### config.mk
export PLATFORM = sky130hd
export DESIGN_NAME = serial_frame_deser_flat
export DESIGN_NICKNAME = d
export VERILOG_FILES = /design/src/rtl/serial_frame_deser_if.sv /design/src/rtl/serial_frame_deser.sv /design/src/flat_wrapper.sv
export SDC_FILE = /design/constraint.sdc
export NUM_CORES = 1
export LEC_CHECK = 0
export BUFFER_PORTS_ARGS = -buffer_cell sky130_fd_sc_hd__buf_2
export CAP_MARGIN = 20
export CORE_UTILIZATION = 25
export DETAILED_ROUTE_END_ITERATION = 12
export HOLD_SLACK_MARGIN = 0.15
export PLACE_DENSITY = 0.38
export SLEW_MARGIN = 10
export SYNTH_ARGS = -nofsm -noshare
export SYNTH_HDL_FRONTEND = slang
export SYNTH_SLANG_ARGS = --single-unit
### constraint.sdc
create_clock -name CLK -period 3.6 [get_ports CLK]
set_input_delay 0.72 -clock CLK [delete_from_list [all_inputs] [get_ports CLK]]
set_output_delay 0.72 -clock CLK [all_outputs]
set_load 0.02 [all_outputs]
### src/rtl/serial_frame_deser_if.sv
// Bus bundle for serial_frame_deser: the serial input side and the FWFT word output side.
// The slave modport is the deserializer; the master modport is the bit source and word consumer.
`timescale 1ns/1ps
interface serial_frame_deser_if #(
  parameter int WIDTH = 8
);
  logic             SIN;
  logic             SOF;
  logic [WIDTH-1:0] WORD_OUT;
  logic             VALID;
  logic             READY;
  logic [2:0]       COUNT;
  logic             OVERFLOW;
  logic             FRAME_ERR;

  modport master (
    output SIN, SOF, READY,
    input  WORD_OUT, VALID, COUNT, OVERFLOW, FRAME_ERR
  );

  modport slave (
    input  SIN, SOF, READY,
    output WORD_OUT, VALID, COUNT, OVERFLOW, FRAME_ERR
  );
endinterface

### src/rtl/serial_frame_deser.sv
// Collects LSB-first serial frames into WIDTH-bit words and buffers them in a small
// first-word-fall-through FIFO with sticky overflow and framing-error flags.
`timescale 1ns/1ps
module serial_frame_deser #(
  parameter int DEPTH = 4,
  parameter int WIDTH = 8
) (
  input logic                 CLK,
  input logic                 CLEAR,
  serial_frame_deser_if.slave bus
);
  localparam int IDX_W = $clog2(WIDTH);
  localparam int PTR_W = $clog2(DEPTH);
  localparam int CNT_W = $clog2(DEPTH + 1);

  typedef enum logic {IDLE, ASSEMBLE} state_t;

  state_t           state, state_nxt;
  logic [IDX_W-1:0] idx, idx_nxt;
  logic [WIDTH-1:0] shift, shift_nxt, push_word;
  logic             push, frame_err_set;

  logic [WIDTH-1:0] mem [DEPTH];
  logic [PTR_W-1:0] wr_ptr, rd_ptr;
  logic [CNT_W-1:0] count;
  logic             overflow, frame_err;
  logic             valid, full, pop, wr_en, drop;

  always_ff @(posedge CLK or negedge CLEAR) begin
    if (!CLEAR) begin
      state <= IDLE;
      idx   <= '0;
      shift <= '0;
    end else begin
      state <= state_nxt;
      idx   <= idx_nxt;
      shift <= shift_nxt;
    end
  end

  // A SOF inside ASSEMBLE abandons the partial word and restarts on the same edge.
  always_comb begin
    state_nxt     = state;
    idx_nxt       = idx;
    shift_nxt     = shift;
    push          = 1'b0;
    push_word     = shift;
    frame_err_set = 1'b0;
    case (state)
      IDLE: begin
        if (bus.SOF) begin
          shift_nxt[0] = bus.SIN;
          idx_nxt      = IDX_W'(1);
          state_nxt    = ASSEMBLE;
        end
      end
      ASSEMBLE: begin
        if (bus.SOF) begin
          frame_err_set = 1'b1;
          shift_nxt[0]  = bus.SIN;
          idx_nxt       = IDX_W'(1);
        end else begin
          shift_nxt[idx] = bus.SIN;
          if (idx == IDX_W'(WIDTH - 1)) begin
            push      = 1'b1;
            push_word = {bus.SIN, shift[WIDTH-2:0]};
            idx_nxt   = '0;
            state_nxt = IDLE;
          end else begin
            idx_nxt = idx + IDX_W'(1);
          end
        end
      end
      default: state_nxt = IDLE;
    endcase
  end

  // A pop on the same edge frees the head slot, so a full FIFO can still accept the push.
  assign valid = (count != '0);
  assign full  = (count == CNT_W'(DEPTH));
  assign pop   = valid & bus.READY;
  assign wr_en = push & (~full | pop);
  assign drop  = push & full & ~pop;

  always_ff @(posedge CLK or negedge CLEAR) begin
    if (!CLEAR) begin
      wr_ptr    <= '0;
      rd_ptr    <= '0;
      count     <= '0;
      overflow  <= 1'b0;
      frame_err <= 1'b0;
    end else begin
      if (wr_en) wr_ptr <= wr_ptr + PTR_W'(1);
      if (pop)   rd_ptr <= rd_ptr + PTR_W'(1);
      case ({wr_en, pop})
        2'b10:   count <= count + CNT_W'(1);
        2'b01:   count <= count - CNT_W'(1);
        default: count <= count;
      endcase
      if (drop)          overflow  <= 1'b1;
      if (frame_err_set) frame_err <= 1'b1;
    end
  end

  always_ff @(posedge CLK) begin
    if (wr_en) mem[wr_ptr] <= push_word;
  end

  // Storage is not reset, so the head is masked to zero whenever the FIFO is empty.
  assign bus.WORD_OUT  = valid ? mem[rd_ptr] : '0;
  assign bus.VALID     = valid;
  assign bus.COUNT     = 3'(count);
  assign bus.OVERFLOW  = overflow;
  assign bus.FRAME_ERR = frame_err;
endmodule

### src/flat_wrapper.sv
// flat-port wrapper written by rule: the top's interface ports become plain ports
module serial_frame_deser_flat 
#(
  parameter int DEPTH = 4,
  parameter int WIDTH = 8
)
  (CLK, CLEAR, bus_SIN, bus_SOF, bus_READY, bus_WORD_OUT, bus_VALID, bus_COUNT, bus_OVERFLOW, bus_FRAME_ERR);
  serial_frame_deser_if #(.WIDTH(WIDTH)) bus_i ();
  input logic CLK;
  input logic CLEAR;
  input wire logic [$bits(bus_i.SIN)-1:0] bus_SIN;
  input wire logic [$bits(bus_i.SOF)-1:0] bus_SOF;
  input wire logic [$bits(bus_i.READY)-1:0] bus_READY;
  output wire logic [$bits(bus_i.WORD_OUT)-1:0] bus_WORD_OUT;
  output wire logic [$bits(bus_i.VALID)-1:0] bus_VALID;
  output wire logic [$bits(bus_i.COUNT)-1:0] bus_COUNT;
  output wire logic [$bits(bus_i.OVERFLOW)-1:0] bus_OVERFLOW;
  output wire logic [$bits(bus_i.FRAME_ERR)-1:0] bus_FRAME_ERR;
  assign bus_i.SIN = bus_SIN;
  assign bus_i.SOF = bus_SOF;
  assign bus_i.READY = bus_READY;
  assign bus_WORD_OUT = bus_i.WORD_OUT;
  assign bus_VALID = bus_i.VALID;
  assign bus_COUNT = bus_i.COUNT;
  assign bus_OVERFLOW = bus_i.OVERFLOW;
  assign bus_FRAME_ERR = bus_i.FRAME_ERR;
  serial_frame_deser #(.DEPTH(DEPTH), .WIDTH(WIDTH)) u_core (.CLK(CLK), .CLEAR(CLEAR), .bus(bus_i));
endmodule
; ---- Word level (Yosys, flattened, before mapping)
; Memory sizes are Yosys's and may differ from the RTL's.
; Index checks and enable logic that the tools add are counted.
; Widths: inputs -> output; s select.
[totals]
ramBits = 32
register_bits = 21
inputBits = 5
output_inout_bits = 14
n_memories = 1
word_cells = 60
[classes]
bitwise_logic = 9
reduce_logical = 4
order_cmp = 2
add_sub_neg = 5
n_mux = 25
eq_ne = 5
[memory_table]
columns = memory, words, word_bits, rd, rd_clocked_by_memory_dff, wr, line_no
row1 = u_core.mem, 4, 8, 1, 0, 1, serial_frame_deser.sv:23  ; logic [WIDTH-1:0] mem [DEPTH];
[op_table]
columns = cell, count
row1 = $mux 8, 4
row2 = $mux 1, 12
row3 = $pmux 3 s2, 2
row4 = $mux 3, 3
row5 = $bwmux 8, 1
row6 = $add 3x1->3 const B, 2
row7 = $eq 3x3->1 const B, 2
row8 = $add 2x1->2 const B, 2
row9 = $and 1x1->1, 4
row10 = $lt 3x4->1 const B, 1
row11 = $not 1->1, 4
row12 = $pmux 1 s2, 2
row13 = $demux 1 s3, 1
row14 = $ge 3x1->1 const B, 1
row15 = $reduce_bool 3->1, 1
row16 = $sub 3x1->3 const B, 1
row17 = $eq 2x1->1 const B, 1
row18 = $eq 2x2->1 const B, 1
row19 = $ne 2x2->1 const B, 1
row20 = $reduce_and 2->1, 1
row21 = $reduce_bool 2->1, 1
row22 = $logic_and 1x1->1, 1
row23 = $or 1x1->1, 1

; ---- Logic depth before layout (Yosys ltp)
[logic_depth]
word_depth = 7
depth_mapped = 11
depth_no_buf = 11

; ---- Worst setup path after synthesis
; Ideal clock, no wire load.
[synth_timing]
kind = input to register
from = input bus_READY
to = register u_core.count[2], in the netlist u_core.bus.COUNT[2]
arrival_time_ns = 2.122
setup_ns = 0.080
t_required_ns = 3.520
cell_stages = 9
slack_ns = 1.398
path_cell_list = nor4b_2 nor2_2 inv_1 ha_1 inv_1 fa_1 xor2_1 nor2_1 xor2_1
[synth_via]
elab_chain_cells = 5
[synth_lines]
columns = element, line_no
row1 = from (decl), flat_wrapper.sv:13  ; input wire logic [$bits(bus_i.READY)-1:0] bus_READY;
row2 = $and 1x1->1 (*), serial_frame_deser.sv:81  ; assign pop = valid & bus.READY;
row3 = $or 1x1->1, serial_frame_deser.sv:82  ; assign wr_en = push & (~full | pop);
row4 = $and 1x1->1, serial_frame_deser.sv:82
row5 = $eq 2x1->1 or $eq 2x2->1 (tied branches), serial_frame_deser.sv:95  ; case ({wr_en, pop})
row6 = $pmux 3 s2 or $reduce_bool 2->1 (tied branches), -
row7 = to (signal assigned), serial_frame_deser.sv:96  ; 2'b10: count <= count + CNT_W'(1);
row8 = to (signal assigned), serial_frame_deser.sv:97  ; 2'b01: count <= count - CNT_W'(1);
row9 = to (signal assigned), serial_frame_deser.sv:98  ; default: count <= count;
row10 = to (decl), serial_frame_deser.sv:25  ; logic [CNT_W-1:0] count;
; Every way passes the cells marked *; elsewhere a longest branch is shown, timed or not.
; A chain may end at the register's enable or synchronous reset.

; ---- Worst setup path after layout
[layout_timing]
from = register u_core.rd_ptr[0]
to = output bus_WORD_OUT[7]
[layout_via]
elab_chain_cells = 2
[layout_lines]
columns = element, line_no
row1 = from (decl), serial_frame_deser.sv:24  ; logic [PTR_W-1:0] wr_ptr, rd_ptr;
row2 = from (signal assigned), serial_frame_deser.sv:94  ; if (pop) rd_ptr <= rd_ptr + PTR_W'(1);
row3 = $mem_v2 4x8, -
row4 = $mux 8, serial_frame_deser.sv:110  ; assign bus.WORD_OUT = valid ? mem[rd_ptr] : '0;
row5 = to (decl), flat_wrapper.sv:14  ; output wire logic [$bits(bus_i.WORD_OUT)-1:0] bus_WORD_OUT;
; Every way passes these cells.

==> summary.txt <==
Run status
  • Status: complete, but fails checks
  • Failing checks: design-rule violations

Global route
  • Number of global-route vias before repair: 1286
  • Largest net degree at the start of global routing: 22
  • Initial antenna violation count: 0
  • GRT Util Overall: 0.0975
  • Gr ovfl total: 0
  • First-pass GRT wire length: 6.98 mm

Yosys
  • Top_reg_cell synth: edfxtp_1
  • Flop and latch count out of synthesis: between 50 and 60
  • Cell count after synthesis: 139
  • Seq/Total Area, Yosys: 0.650
  • Post-synth EDFFs: 32
  • Multiplexer area fraction after synthesis: 0.143
  • Syn avg cell area: 16.4 um^2
  • Count of cell types in the netlist: 32
  • Largest family of logic cells by synthesized area: multiplexers
  • Synth area leaders: edfxtp_1, dfrtp_1, mux4_2
  • Area leader, netlist: edfxtp_1
  • Mapped Nets: 152
  • Adder-Cell Fraction of Synth Area: 0.0471
  • Cell Area, Synth: about 2300 um^2
  • Simple-Gate Fraction of Synth Area: 0.0876
  • Post-synth ARST share: 0.396
  • Post-synthesis compound-gate area fraction: 0.0213
  • Synth top area share: 0.420
  • Warnings, synthesis: 0
  • Post-Synth XOR/XNOR Area: 0.0230

Layout
  • Layout Cells excl Fill: 267
  • Synth-to-Final Area Change: 12.2%
  • Layout cells sized above 1: 0.302
  • Nets: about 170
  • Final instance area: between 2000 and 3000 um^2
  • ANT cells: 0
  • Final Util: 0.291

Timing
  • Setup Viol. Count Final: 0
  • Clk_skew: approximately 0.0073 ns
  • Fin crit share: 0.742
  • Fin crit period: 2.67 ns
  • Slew Viols, Final: 0
  • Post-route setup TNS: 0 ns
  • Slew @ Worst Pin: about 0.62 ns
  • Max Freq: approximately 370 MHz
  • Max transition margin: 0.585
  • Final WS setup: about 0.93 ns
  • RSZ-0062 raised after global routing: no
  • Final hold vios: 0

Clock network
  • Cts bufs inserted: 5
  • Clock-pin slew on the worst setup and hold paths: around 0.090 ns
  • Clock Sinks: 53
  • Clock Tree Root: clkbuf_8
  • Max Root-Sink Buffers: 2
  • Cts hold-fix bufs: 0
  • Clk_lat worst skew: 0.30 ns
  • H-tree levels: 2
  • Post-CTS sizing: 0
  • TritonCTS clock tree: yes
  • Post-CTS Setup Bufs: 0

Detailed routing
  • WL/cell: between 15 and 20 um
  • DRC violations left: 3
  • Via count: roughly 1200
  • Final wirelength: ~4.2 mm
  • 1st-pass router iterations: 10
  • Drt via density: around 4.4
  • Drt first-iter violations: approximately 80
  • DRT antenna net count: 0

Power and ir drop
  • Leakage: between 0.0009 and 0.001 uW
  • P per Cell Area: about 710 nW/um^2
  • Max VDD drop: about 0.21 mV

Floorplan
  • FP Rows: 34
  • Die area: ~9500 um^2
  • Number of I/O pins: 19
  • Chip width: approximately 98 um
  • Initial Util: 0.260
  • Core Area: around 8800 um^2
  • Die Ht: slightly below 100 um

Worst setup path
  • Crit path from: u_core.rd_ptr[0]$_DFFE_PN0P_
  • Worst-path fanout max: 10
  • Reg2Reg Launch Point: u_core.idx[1]$_DFFE_PN0P_
  • Worst Path Buf+Inv: 1
  • Delay-heaviest family, CP: flip-flops
  • Flop-to-flop setup slack: 1.23 ns
  • Setup crit end kind: output port
  • Setup Crit Path Kind: flop to output port
  • Slowest stage delay, CP: around 0.75 ns
  • CP Cell Sequence: mux4_2 > and2_1 > buf_2
  • Crit-path slowest cell: dfrtp_1
  • Critical Path AT: 1.95 ns
  • Setup crit start kind: flop
  • CP required: around 2.9 ns

Placed design
  • Post-Place Cell Area: approximately 2500 um^2
  • Pre-CTS WS: about 1.1 ns
  • DP HPWL: between 2 and 3 mm
  • Routability cong.: a little over 0.7
  • Placed cells: ~260
  • Port Buffers: 18

Run
  • Max-capacitance violation count: 0

Hold path
  • Hold Path Class: primary input to async pin
-- per-stage QoR --
step	hold slack, ns	total power [uW]
after floorplan	0.424	1330
after global placement	0.440	1510
after detailed placement	0.448	1530
after CTS	0.395	1850
after global routing	0.405	1950
final	0.377	1820
-- registers in the layout, summed over array words and instances (netlist names) --
name / count
u_core.bus.OVERFLOW: 1
u_core.shift: 8
u_core.bus.COUNT: 3
u_core.idx: 3
u_core.mem: 32
u_core.state: 1
u_core.rd_ptr: 2
u_core.wr_ptr: 2
u_core.bus.FRAME_ERR: 1
-- layout by cell type (no fill, tap or decap), types with 2 or more instances in the layout --
cell / Yosys / final
clkbuf_8: 0 / 5
inv_1: 7 / 7
nand3b_1: 4 / 4
mux2_2: 9 / 9
edfxtp_1: 32 / 32
buf_2: 1 / 18
and2_1: 13 / 13
dfrtp_1: 21 / 21
nand3_1: 2 / 2
clkbuf_1: 4 / 2
mux2i_1: 3 / 3
xor2_1: 3 / 3
nor2_1: 4 / 4
nor3b_1: 2 / 2
mux4_2: 8 / 8
xnor2_1: 3 / 3
ha_1: 7 / 7
-- worst reg2reg max path: stages, from the launching register on --
cell and delay, ns:
dfrtp_1 0.53, ha_1 0.21, ha_1 0.21, nand3b_1 0.15, nor2_2 0.25, inv_1 0.08
ha_1 0.22, inv_1 0.07, fa_1 0.40, mux2i_1 0.16
-- area by class of cell --
| class | instances | area (um^2) |
|---|---|---|
| multi-input cells | 72 | 736 |
| repair buffers | 18 | 90.1 |
| fillers | 893 | 6240 |
| clock buffers | 7 | 76.3 |
| well taps | 108 | 135 |
| clock inverters | 1 | 8.76 |
| inverters | 8 | 32.5 |
| flip-flops and latches | 53 | 1490 |
-- Yosys cell counts, drive strengths merged (2+ instances only) --
library cell  count
inv               8
mux2i             3
clkbuf            4
and2             13
dfrtp            21
mux2             10
nand3             2
nor2              5
buf               2
edfxtp           32
mux4              8
nand3b            4
xor2              3
nor3b             3
ha                7
xnor2             3
-- where the power goes --
| group | internal, uW | switching, uW |
|---|---|---|
| Clock | 139 | 189 |
| Sequential | 782 | 161 |
| Combinational | 278 | 274 |
| Total | 1200 | 623 |
-- logic make-up (layout without fill, tap and decap cells) --
kind of cell | Yosys count | in the layout
buf+inv | 14 | 34
simple gates | 31 | 31
mux | 21 | 21
flops | 53 | 53
compound gates | 6 | 6
fa+ha+maj | 8 | 8
xor+xnor | 6 | 6
-- path summary, 6_finish.rpt --
path                                                    end  cells after the start
max reg2reg                 u_core.bus.COUNT[1]$_DFFE_PN0P_                      9
min in group CLK           u_core.bus.FRAME_ERR$_DFFE_PN0P_                      1
max in group asynchronous      u_core.wr_ptr[1]$_DFFE_PN0P_                      1
min reg2reg                u_core.bus.FRAME_ERR$_DFFE_PN0P_                      1
max                                         bus_WORD_OUT[7]                      3
min                               u_core.idx[2]$_DFFE_PN0P_                      1
-- routing by layer --
layer / routed length [um] / track usage / up-vias
met5: 0 / 0 / -
met4: 29 / 0.0280 / 0
met3: 200 / 0.0295 / 4
met2: 1930 / 0.154 / 25
met1: 2030 / 0.129 / 599
li1: - / - / 543
Power figures use the tool's default switching activity.
